<file path="src/rtl/piso_tx.sv">
// piso_tx: parallel-in, serial-out shift transmitter.
//
// Accepts a WIDTH-bit word over a valid/ready handshake and shifts it out
// LSB first, one bit per cycle with ce=1. A right-shifting receiver that
// samples so on (so_valid & ce) ends up holding the word in original order.
//
// Ports:
//   clk        system clock, rising edge
//   clear      synchronous active-high reset
//   din        parallel word to transmit
//   din_valid  din holds a word to send
//   din_ready  transmitter can accept a word this cycle (state-derived)
//   ce         shift enable, one bit consumed per cycle with ce=1
//   so         serial data out (0 while idle)
//   so_valid   so holds a frame bit (state-derived)
//   done       one-cycle pulse in the first idle cycle after the last bit
module piso_tx #(
    parameter int WIDTH = 4
) (
    input  logic             clk,
    input  logic             clear,
    input  logic [WIDTH-1:0] din,
    input  logic             din_valid,
    output logic             din_ready,
    input  logic             ce,
    output logic             so,
    output logic             so_valid,
    output logic             done
);

    localparam int CW = $clog2(WIDTH);
    localparam logic [CW-1:0] LAST = CW'(WIDTH - 1);

    typedef enum logic {
        IDLE,
        SHIFT
    } state_t;

    state_t           state, state_nxt;
    logic [WIDTH-1:0] shreg, shreg_nxt;
    logic [CW-1:0]    cnt, cnt_nxt;
    logic             done_nxt;

    always_ff @(posedge clk) begin
        if (clear) begin
            state <= IDLE;
            shreg <= '0;
            cnt   <= '0;
            done  <= 1'b0;
        end else begin
            state <= state_nxt;
            shreg <= shreg_nxt;
            cnt   <= cnt_nxt;
            done  <= done_nxt;
        end
    end

    always_comb begin
        state_nxt = state;
        shreg_nxt = shreg;
        cnt_nxt   = cnt;
        done_nxt  = 1'b0;
        case (state)
            IDLE: begin
                if (din_valid) begin
                    shreg_nxt = din;
                    cnt_nxt   = '0;
                    state_nxt = SHIFT;
                end
            end
            SHIFT: begin
                if (ce) begin
                    if (cnt == LAST) begin
                        state_nxt = IDLE;
                        shreg_nxt = '0;
                        cnt_nxt   = '0;
                        done_nxt  = 1'b1;
                    end else begin
                        shreg_nxt = shreg >> 1;
                        cnt_nxt   = cnt + 1'b1;
                    end
                end
            end
            default: state_nxt = IDLE;
        endcase
    end

    // Outputs depend only on registered state, never on din_valid or ce.
    assign din_ready = (state == IDLE);
    assign so_valid  = (state == SHIFT);
    assign so        = (state == SHIFT) & shreg[0];

endmodule

</file>
<file path="config.mk">
export PLATFORM = sky130hd
export DESIGN_NAME = piso_tx
export DESIGN_NICKNAME = d
export VERILOG_FILES = /design/src/rtl/piso_tx.sv
export SDC_FILE = /design/constraint.sdc
export NUM_CORES = 1
export LEC_CHECK = 0
export CAP_MARGIN = 40
export CORE_AREA = 3 3 40 42
export DETAILED_ROUTE_END_ITERATION = 16
export DIE_AREA = 0 0 43 45
export GPL_TIMING_DRIVEN = 0
export PLACE_DENSITY = 0.53
export SYNTH_ARGS = -nofsm -noshare
export SYNTH_HDL_FRONTEND = slang
export SYNTH_SLANG_ARGS = --single-unit
</file>
<file path="constraint.sdc">
create_clock -name clk -period 1 [get_ports clk]
set_input_delay 0.15 -clock clk [delete_from_list [all_inputs] [get_ports clk]]
set_output_delay 0.15 -clock clk [all_outputs]
set_load 0.01 [all_outputs]
</file>
==> results of run 1 <==
## area by class of cell
cell class                 instances  area, um^2
buffer                             2        15.0
clock buffer                       3        22.5
fill                             125         688
inverter                           1        6.26
multi-input combinational         29         238
sequential                         8         163
tap                               15        18.8
timing repair buffer              13         134
## timing repair
item                       4_1_cts  5_1_grt
buffers inserted                 3        0
resized for setup               17        5
setup endpoints to repair       10       10
hold buffers                     0        0
pin swaps                        1        1
## worst max path at each step
| stage | end | cells after the start | slack (ns) | start |
|---|---|---|---|---|
| after detailed placement | cnt[0]$_SDFFE_PP0P_ | 4 | -0.38 | ce |
| after floorplan | cnt[0]$_SDFFE_PP0P_ | 3 | -0.03 | cnt[0]$_SDFFE_PP0P_ |
| final | shreg[0]$_SDFFE_PP0P_ | 5 | -0.14 | so_valid$_SDFF_PP0_ |
| after CTS | shreg[1]$_SDFFE_PP0P_ | 5 | -0.14 | so_valid$_SDFF_PP0_ |
| after global placement | cnt[0]$_SDFFE_PP0P_ | 4 | -0.38 | ce |
| after global routing | shreg[0]$_SDFFE_PP0P_ | 5 | -0.17 | so_valid$_SDFF_PP0_ |
## routing by layer
metal	wire length [um]	part of all wire	up-vias
met3	41	0.046	2
met4	15	0.017	0
met5	0	0	-
met1	388	0.44	146
li1	-	-	175
met2	437	0.50	5
## cells in the final DEF (no fill, tap or decap), drive strengths merged, types with 2 or more instances in the layout
cell type / n
clkdlybuf4s50: 5
buf: 6
a32oi: 2
a21oi: 2
nor2b: 3
nand2: 4
nor2: 5
dlygate4sd2: 3
nor3: 3
clkbuf: 4
dfxtp: 8
o22ai: 3
## Yosys cell counts
| cell | number | area share |
|---|---|---|
| nand2_1 | 3 | 0.031 |
| ha_1 | 1 | 0.034 |
| nor2_1 | 5 | 0.052 |
| nor3b_1 | 1 | 0.021 |
| and2_2 | 1 | 0.021 |
| dfxtp_1 | 8 | 0.44 |
| o22ai_1 | 3 | 0.052 |
| nor3_1 | 3 | 0.041 |
| inv_1 | 1 | 0.010 |
| clkbuf_1 | 1 | 0.010 |
| nor2b_1 | 3 | 0.052 |
| nand2b_2 | 1 | 0.024 |
| nand2_2 | 1 | 0.017 |
| buf_6 | 1 | 0.031 |
| mux2i_1 | 1 | 0.028 |
| a32oi_1 | 2 | 0.048 |
| or3_1 | 1 | 0.017 |
| a21oi_2 | 1 | 0.024 |
| a21oi_1 | 1 | 0.014 |
| mux2_2 | 1 | 0.031 |
## metrics by stage
step | power (W) | instances | setup TNS (ns)
finish | 0.000781 | 71 | -0.707
global route | 0.000833 | 71 | -1.10
CTS | 0.000778 | 71 | -0.760
detailed placement | 0.000502 | 65 | -2.40
global placement | 0.000501 | 65 | -2.38
floorplan | 0.000441 | 40 | -0.0962
## logic make-up (layout without fill, tap and decap cells)
family | after synthesis | in the layout | synth area share
AO/OA/AOI/OAI | 7 | 7 | 0.138
adder cells (fa/ha/maj) | 1 | 1 | 0.0345
buffers and inverters | 3 | 19 | 0.0517
flip-flops | 8 | 8 | 0.441
multiplexers | 2 | 2 | 0.0586
AND/OR/NAND/NOR | 19 | 19 | 0.276
## where the power goes
group | switching (W) | internal [W] | leakage (nW)
sequential | 0.0000123 | 0.000340 | 0.0665
clock | 0.000101 | 0.000137 | 0.0138
combinational | 0.0000799 | 0.000110 | 0.168
## sequential cells by signal, summed over array words and instances, names as in the netlist
register,count
cnt,2
so_valid,1
done,1
shreg,4
==> reports/qor.txt, run 1 <==
Max Slew Vio Count - 0
Syn Nets - 49
Post-Route WL - 882 um
std cell rows - 13
skew final - 0.00290 ns
CP Data Required Time - 1.12 ns
Fin. Hold Viols - 0
mapped cell area - 363 um^2
first-pass GRT wire length - 1460 um
Crit Reg-Reg Endpoint - shreg[0]$_SDFFE_PP0P_
CP max stage cell - dfxtp_2
library cells used by synthesis - 20
CTS tree - built
total gr overflow - 0
worst-path cell chain - buf_6, buf_12, mux2_4, nor2_1, nor3_1
Final nets - 67
DRT Pass-1 Iters - 4
num ports - 12
Max rail drop VDD - 0.524 mV
GR Layer Usage met1 - 0.126
largest net degree at the start of global routing - 9
Crit. End Element - flop
DRC viols - 0
GR Util All Layers - 0.106
Starting DRT DRC Count - 7
min Tclk post-route - 1.14 ns
Syn Inst Count - 40
post-route ant nets - 0
met3 Use GR - 0.0239
reg-to-reg slack, setup - -0.14 ns
final setup margin - -0.138 ns
Hold/Removal Path Class - input port to flop
later-pin clock latency in the skew report - 0.25 ns
leakage power - 0.248 nW
Hold Path Stages - 2
CTS Buffer Depth - 2
RSZ-0062 raised after global routing - yes
clock slew seen by the registers of the worst setup and hold paths - 0.05 ns
PD cells - 1310 nW/um^2
clk sink count - 8
Initial Util - 0.282
WHS - 0.265 ns
layout cell share with drive strength beyond 1 - 0.411
Worst setup SP type - flop
CP bufs+invs - 2
Synth Register Bits - 8
CTS Buf Count - 3
Final HPWL DP - 574 um
register area share after synthesis - 0.441
port bufs - 10
H-tree depth - 1
area delta synth->final - 64.5%
Worst slew margin - 0.748
cell family with most CP delay - flip-flops
failing checks - negative setup slack
R2R Path Start - so_valid$_SDFF_PP0_
initial antenna violation count - 0
Tcrit/Tclk final - 1.14
core area - 1280 um^2
wire per inst - 12.4 um
hold_sp - clear
Die W - 43 um
f_max - 0.879 GHz
mean post-synth cell area - 9.07 um^2
Hold EP - shreg[3]$_SDFFE_PP0P_
vias in the first global route - 342
Design Area, Final - 597 um^2
Worst Tran Pin Value - 0.378 ns
Setup CP Type - flop to flop
crit-path max FO - 5
Ys Warns - 0
outcome - finished with violations
Via density - 4.62
DIE HEIGHT - 45 um
met2 Usage GRT - 0.153
CP peak stage delay - 0.32 ns
Antenna Cells - 0
die area - 1940 um^2
clk root buf - clkbuf_4
Final GP Congestion - 0.677
Final setup viols - 7
Worst EP arrival - 1.26 ns
number of vias in the routed layout - 328
Post-DP Area - 505 um^2
Most Crowded Layer GR - met2
pre-CTS WS - -0.383 ns
maxcap violations - 0
worst reg-to-reg path cell count - 5
Layout Utilization - 0.464
(Power assumes the default switching activity.)
==> run 2: changes to the inputs <==
--- a/config.mk
+++ b/config.mk
@@ -9,7 +9,9 @@
 export CORE_AREA = 3 3 40 42
 export DETAILED_ROUTE_END_ITERATION = 16
 export DIE_AREA = 0 0 43 45
+export GPL_ROUTABILITY_DRIVEN = 0
 export GPL_TIMING_DRIVEN = 0
+export MAX_ROUTING_LAYER = met4
 export PLACE_DENSITY = 0.53
 export SYNTH_ARGS = -nofsm -noshare
 export SYNTH_HDL_FRONTEND = slang
==> run 2 against run 1 <==
  * The run still ends with negative setup slack left
  * Global-route usage rose by 0.41 points
  * Worst setup slack barely moved
  * Sequential share of layout area did not move
  * Non-clock buffer count did not move
  * Total power barely moved
  * Utilization did not move
  * First-iteration DRC count did not move
  * Via count fell by 0.61%
  * Routed wire length fell by 0.45%
  * Die area did not move
  * Critical path depth did not move
  * Final cell count did not move
  * Critical endpoint unchanged
==> reports/qor.txt, run 2 (synthesis results as in run 1) <==
outcome - finished with violations (unchanged)
failing checks - negative setup slack (unchanged)
Starting DRT DRC Count - 7 (unchanged)
die area - 1940 um^2 (unchanged)
post-route ant nets - 0 (unchanged)
std cell rows - 13 (unchanged)
Die W - 43 um (unchanged)
maxcap violations - 0 (unchanged)
Crit. End Element - flop (unchanged)
commonest non-fill, non-tap cell in the layout - dfxtp_1 (unchanged)
Antenna Cells - 0 (unchanged)
number of vias in the routed layout - 326 (was 328)
f_max - 0.879 GHz (about the same)
DIE HEIGHT - 45 um (unchanged)
CTS Buffer Depth - 2 (unchanged)
skew final - 0.00290 ns (about the same)
total gr overflow - 0 (unchanged)
first-pass GRT wire length - 1470 um (was 1460 um)
clk root buf - clkbuf_4 (unchanged)
H-tree depth - 1 (unchanged)
RSZ-0062 raised after global routing - yes (unchanged)
WHS - 0.268 ns (was 0.265 ns)
area delta synth->final - 64.5% (unchanged)
Final setup viols - 7 (unchanged)
Final nets - 67 (unchanged)
Tcrit/Tclk final - 1.14 (about the same)
Max Slew Vio Count - 0 (unchanged)
CP Data Required Time - 1.12 ns (about the same)
GR Util All Layers - 0.110 (was 0.106)
Layout Utilization - 0.464 (unchanged)
min Tclk post-route - 1.14 ns (about the same)
core area - 1280 um^2 (unchanged)
CTS Buf Count - 3 (unchanged)
initial antenna violation count - 0 (unchanged)
clk sink count - 8 (unchanged)
commonest cells after routing, fill and taps aside - dfxtp_1, clkdlybuf4s50_1, nor2_1 (unchanged)
Post-Route WL - 878 um (was 882 um)
Worst slew margin - 0.745 (was 0.748)
largest registers - shreg (4), cnt (2) (unchanged)
Worst EP arrival - 1.26 ns (about the same)
PD cells - 1310 nW/um^2 (about the same)
num ports - 12 (unchanged)
DRT Pass-1 Iters - 4 (unchanged)
layout cell share with drive strength beyond 1 - 0.411 (unchanged)
Max rail drop VDD - 0.523 mV (was 0.524 mV)
Setup CP Type - flop to flop (unchanged)
Worst setup SP type - flop (unchanged)
Via density - 4.59 (was 4.62)
vias in the first global route - 341 (was 342)
wire per inst - 12.4 um (about the same)
port bufs - 10 (unchanged)
Hold/Removal Path Class - input port to flop (unchanged)
number of flip-flops in the largest register - 4 (unchanged)
Final HPWL DP - 574 um (unchanged)
DRC viols - 0 (unchanged)
final setup margin - -0.138 ns (about the same)
clock slew seen by the registers of the worst setup and hold paths - 0.05 ns (about the same)
Fin. Hold Viols - 0 (unchanged)
crit-path max FO - 5 (unchanged)
Initial Util - 0.282 (unchanged)
largest net degree at the start of global routing - 9 (unchanged)
pre-CTS WS - -0.383 ns (unchanged)
leakage power - 0.248 nW (unchanged)
CTS tree - built (unchanged)
later-pin clock latency in the skew report - 0.25 ns (about the same)
Worst Tran Pin Value - 0.383 ns (was 0.378 ns)
Top reg by flops - shreg (unchanged)
Fillers - 125 (unchanged)
total power - 0.000780 W (was 0.000781 W)
==> run 2: worst max-delay path: stages, from the launching register on <==
cell and delay [ns]:
dfxtp_2 0.32, buf_6 0.12, buf_12 0.12, mux2_4 0.31, nor2_1 0.09, nor3_1 0.05
==> run 2: metal layers <==
| layer | part of all wire | vias to the layer above | GRT usage | wire [um] |
|---|---|---|---|---|
| met5 | 0 | - | - | 0 |
| met4 | 0.017 | 0 | 0.108 | 15 |
| met3 | 0.047 | 2 | 0.0239 | 41 |
| met2 | 0.48 | 5 | 0.153 | 425 |
| met1 | 0.45 | 143 | 0.129 | 396 |
| li1 | - | 176 | - | - |
==> run 2: path summary, 6_finish.rpt <==
| path | cells past startpoint | slack (ns) | start | to |
|---|---|---|---|---|
| worst min-delay path | 2 | 0.27 | clear | shreg[3]$_SDFFE_PP0P_ |
| worst max register to register | 5 | -0.14 | so_valid$_SDFF_PP0_ | shreg[0]$_SDFFE_PP0P_ |
| worst min register to register | 2 | 0.49 | shreg[2]$_SDFFE_PP0P_ | shreg[2]$_SDFFE_PP0P_ |
| worst max-delay path | 5 | -0.14 | so_valid$_SDFF_PP0_ | shreg[0]$_SDFFE_PP0P_ |
==> run 2: area by class of cell <==
class	instances	area, um^2	share of cell area
Tap cell	15	18.8	0.0314
Inverter	1	6.26	0.0105
Sequential cell	8	163	0.273
Clock buffer	3	22.5	0.0377
Timing Repair Buffer	13	134	0.224
Multi-Input combinational cell	29	238	0.398
Buffer	2	15.0	0.0252
==> run 2: power by group <==
part	internal [W]	switching [W]
logic	0.000110	0.0000800
registers	0.000340	0.0000123
clock network	0.000137	0.000101
total	0.000587	0.000193
==> run 2: through the flow <==
stage,area (um^2),instances,TNS [ns]
6_report,597,71,-0.709
5_1_grt,597,71,-1.09
4_1_cts,574,71,-0.760
3_5_place_dp,505,65,-2.40
3_3_place_gp,505,65,-2.38
2_1_floorplan,387,40,-0.0962
==> run 2: timing repair <==
| item | in CTS | in global routing |
|---|---|---|
| resized for setup | 17 | 5 |
| hold buffers | 0 | 0 |
| setup endpoints to repair | 10 | 10 |
| pin swaps | 1 | 1 |
| buffers inserted | 3 | 0 |
==> variant (config.mk and constraints of run 1) <==
Set the parameter `WIDTH` to 2 (it was 4).
--- a/src/rtl/piso_tx.sv
+++ b/src/rtl/piso_tx.sv
@@ -15,7 +15,7 @@
 //   so_valid   so holds a frame bit (state-derived)
 //   done       one-cycle pulse in the first idle cycle after the last bit
 module piso_tx #(
-    parameter int WIDTH = 4
+    parameter int WIDTH = 2
 ) (
     input  logic             clk,
     input  logic             clear,
Interface: changed (resized din); port bits go from 12 to 10. The function was not compared with the original's and may differ.
==> variant against run 1 <==
- the run still ends with setup timing left
- critical path depth decreased by 1
- sequential cell count decreased by 3
- sequential share of layout area decreased by 4.6 points
- total power decreased by 24%
- largest cell class unchanged
- highest routed layer is now met3
- synthesized area decreased by 41%
- design area decreased by 25%
- routed wire length decreased by 31%
- worst setup slack improved by 0.019 ns
==> variant: results (changes against run 1) <==
- The ratio of cells with drive above 1 in the final layout is 48.78% (+7.7 points).
- The run finished, with violations left.
- shreg holds more flip-flops than any other register.
- The path depth of the worst reg2reg path is 4 (-1).
- The largest net degree at the start of global routing was 6 (-3).
- The peak supply drop is 0.0005561 V (+6.1%).
- The final setup violation count came to 5 (-2).
- The final RePlAce weighted congestion was 0.7248 (+7.0%).
- The worst-case setup margin in the final layout came to -0.1181 ns (+0.01949 ns).
- The highest fanout seen on the critical path is 3 (-2).
- The number of DRC markers in iteration 0 is 2 (-5).
- The number of unique standard cell types used by synthesis is 11 (-45%).
- The leakage power figure is 0.0001719 uW (-31%).
- The flip-flop count of the largest register after layout is 2 (-2).
- The cell count after placement is 48 (-26%).
- The tightest hold margin is 0.4486 ns (+0.1840 ns).
- The worst relative slew slack is 76.80% (+2.0 points).
- The mean post-synth cell area is 8.915 um2 (-1.7%).
- The worst min-delay path class is flip-flop to flip-flop.
- For this run, the leading register cell type out of synthesis is sky130_fd_sc_hd__dfxtp_1.
- The checks that failed: setup timing.
- In the post-synthesis netlist, the biggest area contributors are sky130_fd_sc_hd__dfxtp_1 (47%), sky130_fd_sc_hd__a2111oi_2 (7.0%), sky130_fd_sc_hd__nor2_1 (7.0%), sky130_fd_sc_hd__nor3b_1 (7.0%), sky130_fd_sc_hd__buf_6 (5.3%).
- The global router's overall resource usage is 7.006% (-3.6 points).
- The worst hold path begins at cnt.
- The final routed wire length divided by cell count is 10.86 um (-13%).
- The proportion of synthesized chip area in sequential cells is 46.78% (+2.6 points).
- The first-pass GRT wire length was 903 um (-38%).
- Clock-pin slew was measured on the worst setup and hold paths at 0.04 ns.
- The worst-case clock skew is 0.006095 ns (+0.003191 ns).
- The routed via count divided by cell count is 4.071 (-12%).
- The count of port buffers added during placement was 9 (-1).
- The pre-CTS worst setup slack is -0.2734 ns (+0.1098 ns).
- The via count was 228 (-30%).
- The post-synth net total is 30 (-39%).
- Data on the critical path arrives at its endpoint at 1.27 ns.
- After synthesis, the most frequently instantiated cells are sky130_fd_sc_hd__dfxtp_1 (5), sky130_fd_sc_hd__nor2_1 (4), sky130_fd_sc_hd__inv_1 (3).
- The worst hold path terminates at done.
==> variant: cell types whose count changed after synthesis, sizes merged, moves of 2 or more <==
cell,before,now
nand2,4,2
dfxtp,8,5
nor3,3,0
inv,1,3
nand3,0,2
o22ai,3,0
nor2b,3,0
==> variant: stage by stage <==
stage	utilization (%)	TNS (ns)	instance area [um2]	power [uW]
floorplan	-	0	219.0	265.9
global placement	25.51	-1.083	327.8	313.5
detailed placement	25.51	-1.116	327.8	313.9
CTS	30.77	-0.5329	395.4	578.8
global route	34.76	-0.8853	446.7	639.7
finish	34.76	-0.4479	446.7	594.2
==> variant: cell type report <==
cell class | count | area, um2
fill | 142 | 838.3
multi-input combinational | 15 | 151.4
timing repair buffer | 13 | 126.4
sequential | 5 | 101.3
clock buffer | 4 | 26.28
tap | 15 | 18.77
buffer | 1 | 11.26
inverter | 3 | 11.26
==> variant: worst min-delay path, stage by stage (launching register included) <==
cell	delay, ns
sky130_fd_sc_hd__dfxtp_1	0.32
sky130_fd_sc_hd__nand3_2	0.06
sky130_fd_sc_hd__nor2_1	0.03
==> variant: worst max path at each step <==
stage          slack [ns]  depth (start not counted)  endpoint
2_1_floorplan        0.03                          3  shreg[0]
3_3_place_gp        -0.26                          4        so
3_5_place_dp        -0.27                          4        so
4_1_cts             -0.17                          4  shreg[0]
5_1_grt             -0.18                          4  shreg[0]
6_report            -0.12                          4  shreg[0]
==> variant: cell families (layout without fill, tap and decap cells) <==
family	after synthesis	after routing	share of synthesized area, %
flops	5	5	46.79
buf+inv	4	21	10.53
mux	1	1	4.679
compound gates	4	4	15.79
simple gates	10	10	22.22
==> variant: where the power goes <==
part           switching [uW]  internal, uW  leakage (uW)  total [uW]
Combinational            63.6          80.6      0.000116         144
Clock                    80.4           151     0.0000150         231
Sequential               6.72           212     0.0000413         219
==> variant: repair_timing <==
item / 4_1_cts / 5_1_grt
setup endpoints to repair: 6 / 9
setup buffers: 4 / 0
resized for setup: 15 / 11
pin swaps: 3 / 5
==> variant: routing by layer <==
layer  part of all wire, %  vias to the layer above  global-route usage [%]  wire [um]
li1                      -                      114                       -          -
met1                    35                      102                   6.053        215
met2                    52                       12                   11.08        319
met3                    12                        0                   7.570         72
met4                     0                        0                   1.807          0
met5                     0                        -                       0          0
